[src/rtl/ids_bus_xbar.sv]
// ids_bus_xbar -- N_MST x N_SLV request/response crossbar for the IDS SoC bus.
//
// Each master's address is decoded on addr[31:28] against a per-slave tag
// (lowest-index match wins). Every slave arbitrates its own requesters
// independently, so masters targeting different slaves are granted in the
// same cycle. Requests to unmapped addresses are granted at once and answered
// with an error pulse (plus zero read data for reads) one cycle later.
// Mapped reads return i_s_dout of the addressed slave exactly one cycle after
// the grant.
//
// Build option: define IDS_BUS_XBAR_RR_EN for round-robin arbitration per
// slave (one pointer per slave). Without it, fixed priority applies (lowest
// master index wins) and no pointer state exists.
//
// Ports:
//   i_clk, i_rst_n            clock, asynchronous active-low reset
//   i_m_req / o_m_gnt         per-master request / combinational grant
//   i_m_addr, i_m_write, i_m_read, i_m_size, i_m_din   master request fields
//   o_m_dout, o_m_rvalid, o_m_err                      master response
//   o_s_addr, o_s_write, o_s_read, o_s_size, o_s_din   slave request side
//   i_s_dout                  slave read data, valid one cycle after o_s_read
module ids_bus_xbar #(
    parameter int                 N_MST   = 2,
    parameter int                 N_SLV   = 3,
    parameter int                 DW      = 32,
    parameter logic [4*N_SLV-1:0] SLV_TAG = {4'h4, 4'h8, 4'h0}
) (
    input  logic                  i_clk,
    input  logic                  i_rst_n,
    input  logic [N_MST-1:0]      i_m_req,
    output logic [N_MST-1:0]      o_m_gnt,
    input  logic [N_MST*32-1:0]   i_m_addr,
    input  logic [N_MST-1:0]      i_m_write,
    input  logic [N_MST-1:0]      i_m_read,
    input  logic [N_MST*4-1:0]    i_m_size,
    input  logic [N_MST*DW-1:0]   i_m_din,
    output logic [N_MST*DW-1:0]   o_m_dout,
    output logic [N_MST-1:0]      o_m_rvalid,
    output logic [N_MST-1:0]      o_m_err,
    output logic [N_SLV*32-1:0]   o_s_addr,
    output logic [N_SLV-1:0]      o_s_write,
    output logic [N_SLV-1:0]      o_s_read,
    output logic [N_SLV*4-1:0]    o_s_size,
    output logic [N_SLV*DW-1:0]   o_s_din,
    input  logic [N_SLV*DW-1:0]   i_s_dout
);

    localparam int MW = (N_MST > 1) ? $clog2(N_MST) : 1;
    localparam int SW = (N_SLV > 1) ? $clog2(N_SLV) : 1;

    // Address decode: iterate downwards so the lowest matching slave wins.
    logic [N_MST-1:0] m_mapped;
    logic [SW-1:0]    m_slv [N_MST];

    always_comb begin
        for (int m = 0; m < N_MST; m++) begin
            m_mapped[m] = 1'b0;
            m_slv[m]    = '0;
            for (int s = N_SLV - 1; s >= 0; s--) begin
                if (i_m_addr[m*32+28 +: 4] == SLV_TAG[s*4 +: 4]) begin
                    m_mapped[m] = 1'b1;
                    m_slv[m]    = SW'(s);
                end
            end
        end
    end

    // Per-slave one-hot grant vectors, flattened as [slave][master].
    logic [N_SLV*N_MST-1:0] slv_gnt;

    genvar gi;
    generate
        for (gi = 0; gi < N_SLV; gi++) begin : g_slv
            logic [N_MST-1:0] req_vec;
            logic [N_MST-1:0] win_oh;
            logic [MW-1:0]    win_idx;
            logic             win_any;

            always_comb begin
                req_vec = '0;
                for (int m = 0; m < N_MST; m++) begin
                    req_vec[m] = i_m_req[m] & m_mapped[m] & (m_slv[m] == SW'(gi));
                end
            end

`ifdef IDS_BUS_XBAR_RR_EN
            logic [MW-1:0] ptr_reg;
            logic [MW-1:0] ptr_next;

            // Search starts at ptr_reg; descending offset so the smallest
            // offset from the pointer is the one that sticks.
            always_comb begin
                int cand;
                win_any = 1'b0;
                win_idx = '0;
                for (int off = N_MST - 1; off >= 0; off--) begin
                    cand = int'(ptr_reg) + off;
                    if (cand >= N_MST) begin
                        cand = cand - N_MST;
                    end
                    if (req_vec[cand]) begin
                        win_any = 1'b1;
                        win_idx = MW'(cand);
                    end
                end
            end

            always_comb begin
                ptr_next = ptr_reg;
                if (win_any) begin
                    ptr_next = (int'(win_idx) == N_MST - 1) ? '0 : win_idx + 1'b1;
                end
            end

            always_ff @(posedge i_clk or negedge i_rst_n) begin
                if (!i_rst_n) begin
                    ptr_reg <= '0;
                end else begin
                    ptr_reg <= ptr_next;
                end
            end
`else
            // Fixed priority: lowest requesting master index wins.
            always_comb begin
                win_any = 1'b0;
                win_idx = '0;
                for (int m = N_MST - 1; m >= 0; m--) begin
                    if (req_vec[m]) begin
                        win_any = 1'b1;
                        win_idx = MW'(m);
                    end
                end
            end
`endif

            always_comb begin
                win_oh = '0;
                if (win_any) begin
                    win_oh[win_idx] = 1'b1;
                end
            end

            assign slv_gnt[gi*N_MST +: N_MST] = win_oh;

            // An idle slave sees all-zero request fields, not a stale master.
            assign o_s_addr[gi*32 +: 32] = win_any ? i_m_addr[32*win_idx +: 32] : '0;
            assign o_s_size[gi*4 +: 4]   = win_any ? i_m_size[4*win_idx +: 4]   : '0;
            assign o_s_din[gi*DW +: DW]  = win_any ? i_m_din[DW*win_idx +: DW]  : '0;
            assign o_s_write[gi]         = win_any & i_m_write[win_idx];
            assign o_s_read[gi]          = win_any & i_m_read[win_idx];
        end
    endgenerate

    // Unmapped requests are granted immediately; mapped ones via their slave.
    always_comb begin
        o_m_gnt = '0;
        for (int m = 0; m < N_MST; m++) begin
            o_m_gnt[m] = i_m_req[m] & ~m_mapped[m];
            for (int s = 0; s < N_SLV; s++) begin
                o_m_gnt[m] = o_m_gnt[m] | slv_gnt[s*N_MST + m];
            end
        end
    end

    // Per-master response register {pending read, slave index, err}.
    generate
        for (gi = 0; gi < N_MST; gi++) begin : g_rsp
            logic          acc;
            logic          pend_reg;
            logic          err_reg;
            logic [SW-1:0] idx_reg;

            assign acc = i_m_req[gi] & o_m_gnt[gi];

            always_ff @(posedge i_clk or negedge i_rst_n) begin
                if (!i_rst_n) begin
                    pend_reg <= 1'b0;
                    err_reg  <= 1'b0;
                    idx_reg  <= '0;
                end else begin
                    pend_reg <= acc & i_m_read[gi];
                    err_reg  <= acc & ~m_mapped[gi];
                    idx_reg  <= m_slv[gi];
                end
            end

            assign o_m_rvalid[gi] = pend_reg;
            assign o_m_err[gi]    = err_reg;
            // Unmapped reads return zero data; no valid means zero data.
            assign o_m_dout[gi*DW +: DW] = (pend_reg & ~err_reg) ?
                                           i_s_dout[DW*idx_reg +: DW] : '0;
        end
    endgenerate

endmodule

[config.mk]
export PLATFORM = sky130hd
export DESIGN_NAME = ids_bus_xbar
export DESIGN_NICKNAME = d
export VERILOG_FILES = /design/src/rtl/ids_bus_xbar.sv
export SDC_FILE = /design/constraint.sdc
export NUM_CORES = 1
export LEC_CHECK = 0
export BUFFER_PORTS_ARGS = -buffer_cell sky130_fd_sc_hd__buf_2
export CAP_MARGIN = 5
export CORE_AREA = 2 2 202 204
export CTS_BUF_LIST = sky130_fd_sc_hd__clkbuf_8
export DETAILED_ROUTE_END_ITERATION = 16
export DIE_AREA = 0 0 204 206
export GPL_TIMING_DRIVEN = 0
export SYNTH_ARGS = -nofsm -noshare
export SYNTH_HDL_FRONTEND = slang
export SYNTH_SLANG_ARGS = --single-unit
[constraint.sdc]
create_clock -name i_clk -period 2.9 [get_ports i_clk]
set_input_delay 0.725 -clock i_clk [delete_from_list [all_inputs] [get_ports i_clk]]
set_output_delay 0.725 -clock i_clk [all_outputs]
set_load 0.03 [all_outputs]
==> impl_metrics.tcl <==
set metrics [dict create \
    route.detailed.drc 0 \
    crit_path_end "o_s_din[28]" \
    initial_core_util 0.102 \
    synth_commonest_cells "a22o_1 (198), mux2i_1 (64), clkbuf_1 (37)" \
    final_cells 1645 \
    cellPowerDensity_nw_per_um2 132 \
    total_power_uw 1260 \
    clockBufferDepth 2 \
    die_h_um 206 \
    grt_pass1_wl_um 46300 \
    first_pass_iters 5 \
    post-place-ws_ps -1150 \
    drtIter0Drc 564 \
    p_leak_uw 0.00472 \
    avgRoutedWirePerCell_um 21.0 \
    ir_drop_mv 0.0725 \
    relSlewSlack 0.602 \
    worst_pin_slew_ps 597 \
    setup_ws_ps -176 \
    hold_viol 0 \
    grt_usage 0.147 \
    htreeDepth 1 \
    ant_nets 0 \
    synthDistinctLibCells 26 \
    finalSetupViolCount 189 \
    tritoncts "done" \
    synth_flop_cell "dfrtp_1" \
    period_needed_ps 3080 \
    violations "negative setup slack" \
    core_area_um2 40200 \
    final_util 0.237 \
    synth_top_area_share 0.422 \
    synth_area_leaders "a22o_1 (42%), mux2i_1 (16%), a2bb2oi_1 (6.6%)" \
    ios 520 \
    num_rows 74 \
    synthCells 548 \
    fillers 4382 \
    status "finished with violations" \
    portBuffers 509 \
    numCtsBuffers 3 \
    antenna_found_initial 11 \
    synthesis.area_um2 4110 \
    root_buffer "clkbuf_8" \
    post-dp-hpwl_um 27200 \
    crit_path_start "i_m_addr[29]" \
    grt_overflow 0 \
    max-cap-violations 0 \
    dieWidth_um 204 \
    avgSynthCellArea_um2 7.49 \
    vias_per_cell 4.49 \
    period_share 1.06 \
    rsz0062_at_grt "yes" \
    largest_reg_flops 4 \
    cp_max_fo 8 \
    worstSetupPathType "input pin to primary output" \
    die_area_um2 42000 \
    critPathCaptureType "primary output" \
    final_nets 1347 \
    clk_pin_slew_ps 40 \
    yosys.area.top_type "a22o_1" \
    place_congestion 0.949 \
    placed_cells_incl_taps 1598 \
    ys_async_sr_fraction 1.00 \
    maxSlewViolCount 0 \
    synth-warning-count 0 \
    num_vias 7378 \
    layout-drive-gt1-share 0.614 \
    grt_pass1_vias 7179 \
    synth-edff-count 0 \
    min_path_type "input pin to async pin" \
    max_freq_mhz 325 \
    syn2layout_area_growth_pct 132 \
    yosysMostFrequentCell "a22o_1" \
    startpoint_type "input pin" \
    worstPathRequired_ps 2170 \
    wl_um 34600 \
    arrival_ps 2350 \
    cts.sinks 8 \
    synth_seq_area_share 0.0488 \
    yosys_register_bits 8 \
    grt_max_degree 11 \
]
area by class of cell:
type	count	area, um2	share of cell area
Timing Repair Buffer	548	4160	0.437
Clock buffer	3	41.3	0.00433
Antenna cell	8	20.0	0.00210
Tap cell	532	666	0.0698
Sequential cell	8	205	0.0215
Multi-Input combinational cell	462	3680	0.386
Inverter	1	3.75	0.000394
Buffer	83	754	0.0792
power breakdown:
group          switching, uW  internal (uW)  total (uW)  leakage [uW]
Clock                   44.8           90.0         135     0.0000216
Sequential              8.08            117         125     0.0000992
Combinational            567            429         996       0.00460
Total                    620            636        1260       0.00472
cells by family after synthesis:
kind of cell | share of synthesized area
compound gates | 0.549
simple gates | 0.140
buf+inv | 0.106
mux | 0.156
flops | 0.0488
other cells | 0.000913
metal layers:
layer | vias up | GRT usage | part of all wire
met4 | 8 | 0.0774 | 0.053
met1 | 3510 | 0.171 | 0.38
met3 | 84 | 0.0224 | 0.072
met2 | 502 | 0.259 | 0.49
li1 | 3274 | - | -
met5 | - | 0 | 0.0014
metrics by stage:
stage                     setup TNS [ps]  cell area (um2)  hold slack, ps
final                             -17300             9530             335
after global routing              -22350             9530             345
after CTS                         -22810             9310             334
after detailed placement         -146170             7360             586
after global placement           -147000             7360             580
after floorplan                        0             4140             429
how the worst min path moves through the flow:
stage | startpoint | to | slack (ps)
after floorplan | i_rst_n | g_rsp[0].err_reg$_DFF_PN0_ | 430
after global placement | i_rst_n | g_rsp[1].pend_reg$_DFF_PN0_ | 580
after detailed placement | i_rst_n | g_rsp[1].err_reg$_DFF_PN0_ | 590
after CTS | i_rst_n | g_rsp[1].err_reg$_DFF_PN0_ | 330
after global routing | i_rst_n | g_rsp[1].err_reg$_DFF_PN0_ | 350
final | i_rst_n | g_rsp[1].err_reg$_DFF_PN0_ | 340
worst max-delay path, cell delays in order:
cell,delay [ps]
buf_8,100
or3b_4,470
o311a_4,370
buf_12,170
buf_8,130
a22o_4,230
buf_6,140
what timing repair did:
item / CTS / global route
pin swaps: 31 / 26
cloned: 7 / 3
buffers inserted: 24 / 5
hold buffers: 0 / 0
resized for setup: 489 / 22
endpoints found under the setup margin: 262 / 201
cell usage in the layout, fill, tap and decap left out, types with 6 or more instances in the layout:
master     count
a21oi_1       33
a22o_1       187
a22o_4        11
a2bb2oi_1     31
buf_12        10
buf_16         6
buf_2        339
buf_4         39
buf_6        184
buf_8         15
clkbuf_1      13
clkbuf_2      13
clkbuf_4       8
conb_1        10
diode_2        8
mux2i_1       64
nand2_1       33
nor2_1        32
or2_2         33
(Power assumes the default switching activity.)
